==> config.mk <==
export PLATFORM = sky130hd
export DESIGN_NAME = uart2wb_cmd
export DESIGN_NICKNAME = d
export VERILOG_FILES = /design/src/rtl/uart2wb_cmd.sv
export SDC_FILE = /design/constraint.sdc
export NUM_CORES = 1
export LEC_CHECK = 0
export BUFFER_PORTS_ARGS = -buffer_cell sky130_fd_sc_hd__buf_4
export CAP_MARGIN = 20
export CELL_PAD_IN_SITES_DETAIL_PLACEMENT = 0
export CELL_PAD_IN_SITES_GLOBAL_PLACEMENT = 1
export CORE_ASPECT_RATIO = 1.1
export CORE_MARGIN = 1
export CORE_UTILIZATION = 35
export DETAILED_ROUTE_END_ITERATION = 10
export GPL_ROUTABILITY_DRIVEN = 0
export PLACE_DENSITY = 0.66
export SYNTH_ARGS = -nofsm -noshare
export SYNTH_HDL_FRONTEND = slang
export SYNTH_SLANG_ARGS = --single-unit
==> constraint.sdc <==
create_clock -name clk -period 2 [get_ports clk]
set_input_delay 0.1 -clock clk [delete_from_list [all_inputs] [get_ports clk]]
set_output_delay 0.1 -clock clk [all_outputs]
set_load 0.03 [all_outputs]
==> src/rtl/uart2wb_cmd.sv <==
// rtl/uart2wb_cmd.sv - UART byte stream to Wishbone command word decoder
// Frame: header {SYNC, cmd}, then four big-endian payload bytes unless cmd is a read.
module uart2wb_cmd #(
  parameter int          TIMEOUT_CYC = 100000,
  parameter logic [5:0]  SYNC        = 6'b101010
) (
  input  logic        clk,
  input  logic        rst,
  input  logic [7:0]  i_rx_data,
  input  logic        i_rx_valid,
  output logic        o_rx_ready,
  input  logic        i_busy,
  output logic [33:0] o_WB_ctr_w,
  output logic        o_WB_o_cyc,
  output logic        o_err
);

  localparam int             TW    = $clog2(TIMEOUT_CYC) + 1;
  localparam logic [TW-1:0]  T_LIM = TW'(TIMEOUT_CYC - 1);

  typedef enum logic [1:0] {IDLE, DATA, OUT} state_t;

  state_t        state, state_nx;
  logic [1:0]    cmd, cmd_nx;
  logic [23:0]   payload, payload_nx;
  logic [1:0]    cnt, cnt_nx;
  logic [TW-1:0] tcnt, tcnt_nx;
  logic [33:0]   ctr_nx;
  logic          err_nx;
  logic          live;
  logic          xfer;

  // live keeps ready low during reset and for the first edge after release
  assign o_rx_ready = live && (state != OUT);
  assign xfer       = i_rx_valid && o_rx_ready;

  always_ff @(posedge clk or negedge rst) begin
    if (!rst) begin
      state      <= IDLE;
      cmd        <= 2'd0;
      payload    <= 24'd0;
      cnt        <= 2'd0;
      tcnt       <= '0;
      o_WB_ctr_w <= 34'd0;
      o_err      <= 1'b0;
      live       <= 1'b0;
    end else begin
      state      <= state_nx;
      cmd        <= cmd_nx;
      payload    <= payload_nx;
      cnt        <= cnt_nx;
      tcnt       <= tcnt_nx;
      o_WB_ctr_w <= ctr_nx;
      o_err      <= err_nx;
      live       <= 1'b1;
    end
  end

  always_comb begin
    state_nx   = state;
    cmd_nx     = cmd;
    payload_nx = payload;
    cnt_nx     = cnt;
    tcnt_nx    = tcnt;
    ctr_nx     = o_WB_ctr_w;
    err_nx     = 1'b0;
    o_WB_o_cyc = 1'b0;
    case (state)
      IDLE: begin
        if (xfer) begin
          if (i_rx_data[7:2] == SYNC) begin
            cmd_nx     = i_rx_data[1:0];
            payload_nx = 24'd0;
            cnt_nx     = 2'd0;
            tcnt_nx    = '0;
            if (i_rx_data[1:0] == 2'd0) begin
              ctr_nx   = 34'd0;
              state_nx = OUT;
            end else begin
              state_nx = DATA;
            end
          end else begin
            err_nx = 1'b1;
          end
        end
      end
      DATA: begin
        if (xfer) begin
          tcnt_nx    = '0;
          payload_nx = {payload[15:0], i_rx_data};
          cnt_nx     = 2'(cnt + 2'd1);
          // the last byte goes straight into the command word
          if (cnt == 2'd3) begin
            ctr_nx   = {cmd, payload, i_rx_data};
            cnt_nx   = 2'd0;
            state_nx = OUT;
          end
        end else if (tcnt == T_LIM) begin
          err_nx   = 1'b1;
          cnt_nx   = 2'd0;
          tcnt_nx  = '0;
          state_nx = IDLE;
        end else begin
          tcnt_nx = tcnt + TW'(1);
        end
      end
      OUT: begin
        if (!i_busy) begin
          o_WB_o_cyc = 1'b1;
          state_nx   = IDLE;
        end
      end
      default: state_nx = IDLE;
    endcase
  end

endmodule

# After elaboration in Yosys (flattened, before gate mapping)
# Cells that the tools add are included.
totals:
  wordCells: 70
  register_bits: 84
classes:
  muxes: 35
  n_eq_ne: 14
  addsub: 2
  reduce_logical: 11
op_table:
  columns: ["cell", "n"]
  rows:
  - ["$mux 34", 5]
  - ["$mux 18", 4]
  - ["$mux 24", 3]
  - ["$pmux 34 s2", 1]
  - ["$pmux 24 s2", 1]
  - ["$pmux 18 s2", 1]
  - ["$mux 2", 11]
  - ["$add 18x1->18 const B", 1]
  - ["$eq 18x17->1 const B", 1]
  - ["$ne 2x2->1 const B", 7]
  - ["$reduce_and 4->1", 2]
  - ["$eq 6x6->1 const B", 1]
  - ["$mux 1", 6]
  - ["$ne 3x3->1 const B", 2]
  - ["$pmux 2 s3", 1]
  - ["$reduce_and 3->1", 2]
  - ["$reduce_and 6->1", 1]
  - ["$reduce_and 5->1", 1]
  - ["$eq 2x2->1 const B", 2]
  - ["$logic_not 2->1", 2]
  - ["$pmux 2 s2", 1]
  - ["$add 2x1->2 const B", 1]
  - ["$eq 2x1->1 const B", 1]
  - ["$logic_and 1x1->1", 2]
  - ["other kinds (2)", 2]

# Logic depth before layout (Yosys ltp)
# Gate-level depths: netlist (run 1).
depth:
  word_depth: 5
  ltp_mapped: 7
  ltp_nobuf: 6

# Worst setup path after synthesis (run 1)
# Ideal clock, no wire load.
synth_path:
  kind: "register to register"
  start: "reg tcnt[0]"
  end: "reg tcnt[15]"
  required_ns: 1.931
  path_buffers: 1
  stages_incl_launch_ff: 7
  slack_ns: 0.170
  period_less_slack_ns: 1.830
  t_arrival_ns: 1.761
  path_cell_list: "dfrtp_1 -> ha_1 -> and4_2 -> a21o_4 -> buf_8 -> or3_2 -> nand3_1"
synth_between:
  elab_chain_cells: 4
  word_cells_on_any_way: 5
  classes_between: "add/sub: 1; eq/ne: 1; mux: 3"
synth_rtl:
  columns: ["element", "line", "rtl"]
  rows:
  - ["start: declaration", "27", "logic [TW-1:0] tcnt, tcnt_nx;"]
  - ["start signal: assignment", "52", "tcnt <= tcnt_nx;"]
  - ["$add 18x1->18 or $eq 18x17->1 (tied branches)", "104, 98", null]
  - ["$mux 18 *", "98", "end else if (tcnt == T_LIM) begin"]
  - ["$mux 18 *", "88", "if (xfer) begin"]
  - ["$pmux 18 s2 *", "68", "case (state)"]
# Every way passes the cells marked *; elsewhere a longest branch is shown, timed or not.
# A chain may end at the register's enable or synchronous reset.

# Final worst setup path (run 1)
layout_path:
  start: "reg tcnt[12]"
  end: "reg tcnt[3]"
layout_between:
  elab_chain_cells: 4
layout_rtl:
  columns: ["element", "line"]
  rows:
  - ["$eq 18x17->1", "98"]
  - ["$mux 18", "98"]
  - ["$mux 18", "88"]
  - ["$pmux 18 s2", "68"]
# Every way passes these cells.

==> results of run 1 <==
[cells in the mapped netlist (2+ instances only)]
cell and n:
a21o_1 4, nand2_1 54, a21oi_1 10, nor2_1 9, o21ai_1 3, nand2b_1 3
a22o_1 2, buf_2 4, and2_1 15, nand3_1 11, o21ai_0 22, a31oi_1 3
ha_1 2, mux2i_1 23, or3_1 5, nand4_1 4, mux2_2 28, buf_4 3
nor3_1 6, clkbuf_1 6, inv_1 25, dfrtp_1 84, or3_2 3
[final timing paths]
| kind | startpoint | depth (start not counted) | slack [ps] | end |
|---|---|---|---|---|
| max | tcnt[12]$_DFFE_PN0P_ | 6 | 70 | tcnt[3]$_DFFE_PN0P_ |
| min | i_rx_data[0] | 2 | 20 | cmd[0]$_DFFE_PN0P_ |
| max reg2reg | tcnt[12]$_DFFE_PN0P_ | 6 | 70 | tcnt[3]$_DFFE_PN0P_ |
| min reg2reg | payload[13]$_DFFE_PN0P_ | 2 | 480 | payload[13]$_DFFE_PN0P_ |
| max in group asynchronous | rst | 3 | 1080 | payload[19]$_DFFE_PN0P_ |
| min in group asynchronous | rst | 2 | 290 | o_WB_ctr_w[25]$_DFFE_PN0P_ |
[sequential cells by signal, summed over array words and instances (netlist names)]
| register | flops |
|---|---|
| payload | 24 |
| tcnt | 18 |
| cmd | 2 |
| cnt | 2 |
| o_WB_ctr_w | 34 |
| o_err | 1 |
| live | 1 |
| state | 2 |
[critical path, delay by kind of cell, from the launching register on]
kind	cells	cell delay, ps
buf+inv	1	180
simple gates	2	750
flops	1	410
compound gates	3	480
[power by group]
part | total [mW] | internal, mW | switching [mW]
logic | 0.565 | 0.204 | 0.360
registers | 1.90 | 1.81 | 0.0938
clock network | 1.62 | 0.873 | 0.746
total | 4.09 | 2.89 | 1.20
[stage by stage]
stage          cells  power, mW  hold slack (ps)
2_1_floorplan    358       2.30             -196
3_3_place_gp     543       2.50              122
3_5_place_dp     543       2.50              121
4_1_cts          560       4.15             14.8
5_1_grt          564       4.31             19.2
6_report         564       4.09             21.5
[area by class of cell]
type | count | area [um2] | area share
repair buffers | 62 | 505 | 0.106
clock buffers | 9 | 225 | 0.0472
clock inverters | 7 | 63.8 | 0.0134
well taps | 143 | 179 | 0.0375
inverters | 25 | 93.8 | 0.0197
multi-input cells | 234 | 1600 | 0.336
flip-flops and latches | 84 | 2100 | 0.441
[repair_timing]
item	4_1_cts	5_1_grt
setup endpoints to repair	0	14
hold endpoints to repair	35	0
hold buffers	1	0
gates resized for setup	0	3
setup buffers	0	4
[cell families after synthesis]
| logic type | synth area share |
|---|---|
| AND/OR/NAND/NOR | 0.178 |
| AO/OA/AOI/OAI | 0.0831 |
| other | 0.000969 |
| buffers and inverters | 0.0478 |
| adder cells (fa/ha/maj) | 0.00647 |
| flip-flops | 0.543 |
| multiplexers | 0.141 |
[routing by layer]
layer	track usage	wire, um	up-vias
li1	-	-	1350
met1	0.216	3910	1335
met2	0.234	3740	42
met3	0.0249	198	11
met4	0.0600	136	0
met5	0	0	-
==> reports/results.txt, run 1 <==
Clock slew at reported path FFs = 70 ps
Wire length per cell = 14.2 um
Root Driver = clkbuf_16
CP max-delay cell = or4b_4
CP endpoint kind = register
Residual DRC = 0
Final core utilization = 0.451
Commonest non-fill, non-tap cell in the layout = dfrtp_1
Seq/Total Area, Yosys = 0.543
Tcrit/Tclk final = 0.965
Post-synth EDFFs = 0
Finished Cell Area = 4770 um2
Clock sink total = 84
Req. time, crit path = 2220 ps
Area grow syn2layout = 23.3%
Cts bufs inserted = 9
Slew headroom = 0.654
Synthesized instance count = 358
Asr flop ratio synth = 1.00
Leakage power = 2.23 nW
Most used DFF post-synth = dfrtp_1
Fin nets = 430
Vias = 2738
Fmax = 518 MHz
Count of maximum capacitance violations = 0
Post-synthesis register bit count = 84
N_diodes = 0
Setup Crit Path Kind = reg2reg
Worst-path maximum fanout = 15
First-pass GRT wire length = 13500 um
Status = finished clean
Share of cells above drive strength 1 = 0.295
Row count = 39
Vias in the first global route = 2685
PortBufs = 48
Fill cells = 1029
1st-iter DRT viols = 127
Worst-Margin Slew = 520 ps
# IOs = 49
Drt pass-1 iters = 4
Congestion Overflow GR = 0
Top cell type's share of synthesized area = 0.543
Die X = 102 um
Area of the core = 10600 um2
Chip height = 112 um
Cell variety after synth = 52
Unrepaired setup endpoints after global routing = yes
Dpl hpwl = 5290 um
CP Cell Sequence = or4b_4 > nor4_4 > buf_4 > a21oi_4 > a21o_1 > a22o_1
Area of the die = 11500 um2
Slowest cell delay on critical path = 540 ps
Clock Skew = 7.54 ps
Total track usage = 0.153
Area leader, netlist = dfrtp_1
Power Dens Cells = 856 nW/um2
Ys Warns = 0
CP Launch Type = register
Post-Place Cell Area = 4420 um2
Setup WS post-layout = 70.3 ps
Synth area leaders = dfrtp_1 54%, mux2_2 8.1%, mux2i_1 5.9%
Critical Path AT = 2150 ps
Pre-CTS setup slack = 18.2 ps
Starting Density = 0.365
CTS Buffer Depth = 2
Post-DRT Antenna Nets = 0
Antenna violations before repair = 0
VDD IR max = 528 uV
Vias/cell = 4.85
Final setup TNS = 0 ps
Final Hold Violating Endpoints = 0
Post-Syn Area = 3870 um2
Final wirelength = 7980 um
H-tree depth = 3
Clock Latency Late Sink = 340 ps
Slew Viols, Final = 0
CTS tree = done
Mean Syn Cell Area = 10.8 um2
Most frequent cells in the layout = 84 x dfrtp_1, 58 x buf_4, 54 x nand2_1
Post-synth net total = 372
Hold Crit Class = in2reg
Largest net degree at the start of global routing = 50
Final Critical Period = 1930 ps
Final setup viols = 0
Note: power is estimated with default switching activity, not from simulation.
==> run 2, diff against run 1 <==
--- a/config.mk
+++ b/config.mk
@@ -14,7 +14,8 @@
 export CORE_UTILIZATION = 35
 export DETAILED_ROUTE_END_ITERATION = 10
 export GPL_ROUTABILITY_DRIVEN = 0
-export PLACE_DENSITY = 0.66
+export GPL_TIMING_DRIVEN = 0
+export PLACE_DENSITY = 0.64
 export SYNTH_ARGS = -nofsm -noshare
 export SYNTH_HDL_FRONTEND = slang
 export SYNTH_SLANG_ARGS = --single-unit
==> constraint.sdc (replaced) <==
create_clock -name clk -period 2.4 [get_ports clk]
set_input_delay 0.12 -clock clk [delete_from_list [all_inputs] [get_ports clk]]
set_output_delay 0.12 -clock clk [all_outputs]
set_load 0.03 [all_outputs]
==> run 2 against run 1 <==
Net effect:
- final cell count is 0.53% higher
- global-route usage rose by 0.87 points
- die area unchanged
- clock skew up 0.79 ps
- routed wire length rose by 6.3%
- worst hold slack improved by 25 ps
- clock power decreased by 6%
- clock-buffer cell count rose by 2
- critical path type unchanged
==> reports/results.txt, run 2 (synthesis gave the netlist of run 1 again) <==
Status = finished clean (unchanged)
Final wirelength = 8480 um (was 7980 um)
Reg-to-reg slack, setup = 320 ps (was 70 ps)
Fmax = 481 MHz (was 518 MHz)
Final setup viols = 0 (unchanged)
Chip height = 112 um (unchanged)
Fin nets = 433 (was 430)
Commonest non-fill, non-tap cell in the layout = dfrtp_1 (unchanged)
Total track usage = 0.162 (was 0.153)
Area of the core = 10600 um2 (unchanged)
Worst R2R End = o_WB_ctr_w[14]$_DFFE_PN0P_ (was tcnt[3]$_DFFE_PN0P_)
Unrepaired setup endpoints after global routing = no (was yes)
Crit-path leading delay family = buffers and inverters (was simple AND/OR/NAND/NOR gates)
Die X = 102 um (unchanged)
Clock slew at reported path FFs = 70 ps (about the same)
Area of the die = 11500 um2 (unchanged)
Setup Fix Bufs, Post-CTS = 0 (unchanged)
Residual DRC = 0 (unchanged)
Largest net degree at the start of global routing = 85 (was 50)
Clock Latency Late Sink = 340 ps (about the same)
Drt pass-1 iters = 4 (unchanged)
Congestion Overflow GR = 0 (unchanged)
Final setup TNS = 0 ps (unchanged)
Dpl hpwl = 5860 um (was 5290 um)
Hold Path End = cmd[0]$_DFFE_PN0P_ (unchanged)
Row count = 39 (unchanged)
Hold Crit Class = in2reg (unchanged)
Clock Skew = 8.33 ps (was 7.54 ps)
Final core utilization = 0.451 (about the same)
# IOs = 49 (unchanged)
Area grow syn2layout = 23.3% (about the same)
Req. time, crit path = 2660 ps (was 2220 ps)
Tcrit/Tclk final = 0.866 (was 0.965)
CP Cell Sequence = nor2b_2 > clkbuf_1 > buf_2 > clkbuf_1 > nand2_1 > mux2i_1 (was or4b_4 > nor4_4 > buf_4 > a21oi_4 > a21o_1 > a22o_1)
Most frequent cells in the layout = 84 x dfrtp_1, 54 x nand2_1, 51 x buf_4 (was 84 x dfrtp_1, 58 x buf_4, 54 x nand2_1)
First-pass GRT wire length = 14200 um (was 13500 um)
Buffer and inverter count on the worst path = 3 (was 1)
Vias/cell = 4.87 (was 4.85)
Share of cells above drive strength 1 = 0.281 (was 0.295)
Cts bufs inserted = 9 (unchanged)
Power Dens Cells = 756 nW/um2 (was 856 nW/um2)
Total Power = 3.61 mW (was 4.09 mW)
H-tree depth = 3 (unchanged)
R2R Path Start = state[1]$_DFFE_PN0P_ (was tcnt[12]$_DFFE_PN0P_)
Crit path top cell by count = clkbuf_1
Slowest cell delay on critical path = 470 ps (was 540 ps)
CTS tree = done (unchanged)
CTS Buffer Depth = 2 (unchanged)
Top Registers = o_WB_ctr_w (34), payload (24), tcnt (18) (unchanged)
1st-iter DRT viols = 148 (was 127)
Antenna violations before repair = 0 (unchanged)
Largest Register = o_WB_ctr_w (unchanged)
Slew Viols, Final = 0 (unchanged)
Clock sink total = 84 (unchanged)
CP endpoint kind = register (unchanged)
Setup Crit Path Kind = reg2reg (unchanged)
VDD IR max = 359 uV (was 528 uV)
Vias in the first global route = 2746 (was 2685)
Post-cts gate resize count = 0 (unchanged)
Leakage power = 2.22 nW (was 2.23 nW)
N_diodes = 0 (unchanged)
Final Critical Period = 2080 ps (was 1930 ps)
Post-DRT Antenna Nets = 0 (unchanged)
Worst hold start = i_rx_data[0] (unchanged)
Wire length per cell = 15.0 um (was 14.2 um)
Count of maximum capacitance violations = 0 (unchanged)
Hold depth = 2 (unchanged)
Worst-path maximum fanout = 10 (was 15)
Max reg flops = 34 (unchanged)
Fill cells = 1021 (was 1029)
CP Launch Type = register (unchanged)
Hold_ws = 46.6 ps (was 21.5 ps)
Vias = 2762 (was 2738)
CP max-delay cell = dfrtp_1 (was or4b_4)
Critical Path AT = 2340 ps (was 2150 ps)
Root Driver = clkbuf_16 (unchanged)
PortBufs = 48 (unchanged)
Starting Density = 0.365 (unchanged)
Worst reg2reg path depth = 6 (unchanged)
Final Hold Violating Endpoints = 0 (unchanged)
[run 2: changes by cell type in the layout (fill, tap and decap cells not counted), sizes merged]
cell and change:
buf -3, clkinvlp -2, inv -3, clkbuf +8, clkinv +1, bufinv +2
[run 2: timing repair]
item                                    CTS  global route
hold buffers                              0             1
endpoints found under the setup margin    0             0
hold endpoints to repair                  0            13
[run 2: power breakdown]
part | total (mW) | internal [mW] | switching, mW
clock | 1.52 | 0.946 | 0.572
sequential | 1.58 | 1.51 | 0.0718
combinational | 0.511 | 0.184 | 0.327
total | 3.61 | 2.64 | 0.971
[run 2: metrics by stage]
stage	instance area [um2]	setup WS [ps]	instances
6_report	4770	322	567
5_1_grt	4770	83.0	567
4_1_cts	4730	295	565
3_5_place_dp	4410	301	549
3_3_place_gp	4410	325	549
2_1_floorplan	3870	570	358
[run 2: layout make-up]
| class | count | area, um2 | share of cell area |
|---|---|---|---|
| flip-flops and latches | 84 | 2100 | 0.440 |
| multi-input cells | 234 | 1580 | 0.332 |
| repair buffers | 50 | 398 | 0.0834 |
| clock buffers | 11 | 243 | 0.0509 |
| well taps | 143 | 179 | 0.0375 |
| inverters | 25 | 93.8 | 0.0197 |
| plain buffers | 15 | 91.3 | 0.0191 |
| clock inverters | 5 | 82.6 | 0.0173 |
[run 2: worst max-delay path by stage]
stage,startpoint,endpoint,slack (ps),cells after the start
2_1_floorplan,tcnt[0]$_DFFE_PN0P_,tcnt[15]$_DFFE_PN0P_,570,6
3_3_place_gp,state[1]$_DFFE_PN0P_,payload[7]$_DFFE_PN0P_,330,6
3_5_place_dp,state[1]$_DFFE_PN0P_,o_WB_ctr_w[33]$_DFFE_PN0P_,300,6
4_1_cts,state[1]$_DFFE_PN0P_,payload[10]$_DFFE_PN0P_,300,6
5_1_grt,state[1]$_DFFE_PN0P_,payload[10]$_DFFE_PN0P_,80,6
6_report,state[1]$_DFFE_PN0P_,o_WB_ctr_w[14]$_DFFE_PN0P_,320,6
[run 2: layer usage]
metal | vias up | routed length (um) | track usage
li1 | 1353 | - | -
met1 | 1339 | 4570 | 0.246
met2 | 60 | 3500 | 0.226
met3 | 10 | 315 | 0.0355
met4 | 0 | 95 | 0.0514
met5 | - | 0 | 0
==> run 3, diff against run 2 <==
--- a/config.mk
+++ b/config.mk
@@ -12,10 +12,12 @@
 export CORE_ASPECT_RATIO = 1.1
 export CORE_MARGIN = 1
 export CORE_UTILIZATION = 35
+export CTS_BUF_LIST = sky130_fd_sc_hd__clkbuf_2 sky130_fd_sc_hd__clkbuf_4 sky130_fd_sc_hd__clkbuf_8
 export DETAILED_ROUTE_END_ITERATION = 10
 export GPL_ROUTABILITY_DRIVEN = 0
 export GPL_TIMING_DRIVEN = 0
 export PLACE_DENSITY = 0.64
+export REMOVE_ABC_BUFFERS = 1
 export SYNTH_ARGS = -nofsm -noshare
 export SYNTH_HDL_FRONTEND = slang
 export SYNTH_SLANG_ARGS = --single-unit
==> run 3 against run 2 <==
Net effect:
- sequential share of layout area increased by 1.6 points
- final cell count decreased by 2.1%
- global-route usage decreased by 1.1 points
- setup slack got worse by 160 ps
- first-iteration DRC count decreased by 35%
- critical path depth decreased by 2
- worst hold slack got worse by 28 ps
- via count decreased by 3.8%
- final area decreased by 3.6%
- non-clock buffer count decreased by 13
- fmax decreased by 7.2%
- largest power group unchanged
==> reports/results.txt, run 3 (synthesis gave the netlist of run 1 again) <==
Critical Path End = o_WB_ctr_w[22]$_DFFE_PN0P_ (was o_WB_ctr_w[14]$_DFFE_PN0P_)
CP Cell Sequence = nand3b_1 > a21oi_4 > buf_16 > mux2_2 (was nor2b_2 > clkbuf_1 > buf_2 > clkbuf_1 > nand2_1 > mux2i_1)
Clock Skew = 12.1 ps (was 8.33 ps)
Leakage power = 2.12 nW (was 2.22 nW)
Power Dens Cells = 652 nW/um2 (was 756 nW/um2)
Vias in the first global route = 2621 (was 2746)
FF+latch area = 2100 um2 (unchanged)
Root Driver = clkbuf_8 (was clkbuf_16)
Starting Density = 0.365 (unchanged)
Final setup viols = 0 (unchanged)
Slew Viols, Final = 0 (unchanged)
First-pass GRT wire length = 13300 um (was 14200 um)
Area of the die = 11500 um2 (unchanged)
Worst setup path start = state[0]$_DFFE_PN0P_ (was state[1]$_DFFE_PN0P_)
Cts bufs inserted = 9 (unchanged)
Largest Register = o_WB_ctr_w (unchanged)
Final Critical Period = 2240 ps (was 2080 ps)
Drt pass-1 iters = 4 (unchanged)
Vias = 2656 (was 2762)
Setup WS post-layout = 160 ps (was 322 ps)
Worst reg2reg path depth = 4 (was 6)
Max reg flops = 34 (unchanged)
Cell count along the critical path = 4 (was 6)
1st-iter DRT viols = 96 (was 148)
Worst R2R End = o_WB_ctr_w[22]$_DFFE_PN0P_ (was o_WB_ctr_w[14]$_DFFE_PN0P_)
Fill cells = 1038 (was 1021)
Buffer and inverter count on the worst path = 1 (was 3)
CTS tree = done (unchanged)
Worst-Margin Slew = 920 ps
Top Registers = o_WB_ctr_w (34), payload (24), tcnt (18) (unchanged)
Most frequent cells in the layout = 84 x dfrtp_1, 54 x nand2_1, 49 x buf_4 (was 84 x dfrtp_1, 54 x nand2_1, 51 x buf_4)
Status = finished clean (unchanged)
R2R Path Start = state[0]$_DFFE_PN0P_ (was state[1]$_DFFE_PN0P_)
Slowest cell delay on critical path = 730 ps (was 470 ps)
CP endpoint kind = register (unchanged)
CP Launch Type = register (unchanged)
Wire length per cell = 13.8 um (was 15.0 um)
Clock Latency Late Sink = 360 ps (was 340 ps)
Clock sink total = 84 (unchanged)
Fin nets = 421 (was 433)
H-tree depth = 3 (unchanged)
Slew headroom = 0.384
CP max-delay cell = a21oi_4 (was dfrtp_1)
Final Hold Violating Endpoints = 0 (unchanged)
# IOs = 49 (unchanged)
Share of cells above drive strength 1 = 0.277 (was 0.281)
Final core utilization = 0.435 (was 0.451)
Dpl hpwl = 4810 um (was 5860 um)
Hold Crit Class = in2reg (unchanged)
VDD IR max = 264 uV (was 359 uV)
N_diodes = 0 (unchanged)
Req. time, crit path = 2640 ps (was 2660 ps)
Setup Crit Path Kind = reg2reg (unchanged)
Die X = 102 um (unchanged)
Fmax = 447 MHz (was 481 MHz)
Chip height = 112 um (unchanged)
Congestion Overflow GR = 0 (unchanged)
Largest net degree at the start of global routing = 85 (unchanged)
Clock slew at reported path FFs = 80 ps (was 70 ps)
Crit-path leading delay family = compound AO/OA/AOI/OAI gates (was buffers and inverters)
Post-DRT Antenna Nets = 0 (unchanged)
Commonest non-fill, non-tap cell in the layout = dfrtp_1 (unchanged)
Total track usage = 0.150 (was 0.162)
Residual DRC = 0 (unchanged)
Area grow syn2layout = 18.9% (was 23.3%)
Pre-CTS setup slack = -431 ps (was 301 ps)
Vias/cell = 4.79 (was 4.87)
CTS Buffer Depth = 2 (unchanged)
Unrepaired setup endpoints after global routing = no (unchanged)
Count of maximum capacitance violations = 0 (unchanged)
Reg-to-reg slack, setup = 160 ps (was 320 ps)
Antenna violations before repair = 0 (unchanged)
Tcrit/Tclk final = 0.933 (was 0.866)
Multi-input logic area = 1610 um2 (was 1580 um2)
Row count = 39 (unchanged)
PortBufs = 48 (unchanged)
Worst-path maximum fanout = 21 (was 10)
Area of the core = 10600 um2 (unchanged)
Critical Path AT = 2480 ps (was 2340 ps)
Final wirelength = 7650 um (was 8480 um)
[run 3: routing by layer]
layer / vias to the layer above / GRT usage / routed length, um
met5: - / 0 / 0
met4: 0 / 0.0686 / 128
met3: 10 / 0.0274 / 240
met2: 41 / 0.231 / 3480
met1: 1283 / 0.205 / 3800
li1: 1322 / - / -
[run 3: cell type report]
type	count	share of cell area
flip-flops and latches	84	0.457
multi-input cells	235	0.350
repair buffers	52	0.0941
well taps	143	0.0389
clock buffers	11	0.0315
inverters	25	0.0204
clock inverters	5	0.00816
[run 3: worst min-delay path by stage]
stage,start,to,cells after the start
floorplan,rst,cmd[0]$_DFFE_PN0P_,0
CTS,i_rx_data[0],cmd[0]$_DFFE_PN0P_,2
finish,i_rx_data[0],cmd[0]$_DFFE_PN0P_,2
global placement,i_rx_data[0],cmd[0]$_DFFE_PN0P_,2
global route,i_rx_data[0],cmd[0]$_DFFE_PN0P_,2
detailed placement,rst,o_WB_ctr_w[26]$_DFFE_PN0P_,1
[run 3: power by group]
group          total, mW  switching, mW  leakage, nW  internal, mW
clock network      0.942          0.525       0.0889         0.418
registers           1.59         0.0815         1.06          1.51
logic              0.472          0.304        0.968         0.169
total               3.00          0.910         2.12          2.09
[run 3: per-stage QoR]
step | cells | cell area, um2 | hold slack (ps) | power [mW] | setup TNS (ps)
after floorplan | 343 | 3780 | -176 | 1.88 | -2.33
after global placement | 534 | 4320 | 385 | 2.06 | -20380
after detailed placement | 535 | 4360 | 385 | 2.07 | -5410
after CTS | 554 | 4570 | 1.90 | 3.04 | 0
after global routing | 555 | 4600 | 18.5 | 3.19 | 0
final | 555 | 4600 | 18.1 | 3.00 | 0
[run 3: repair_timing]
item | 4_1_cts | 5_1_grt
endpoints found under the hold margin | 32 | 0
buffers inserted | 1 | 0
resized for setup | 1 | 0
hold buffers | 1 | 0
endpoints found under the setup margin | 18 | 0
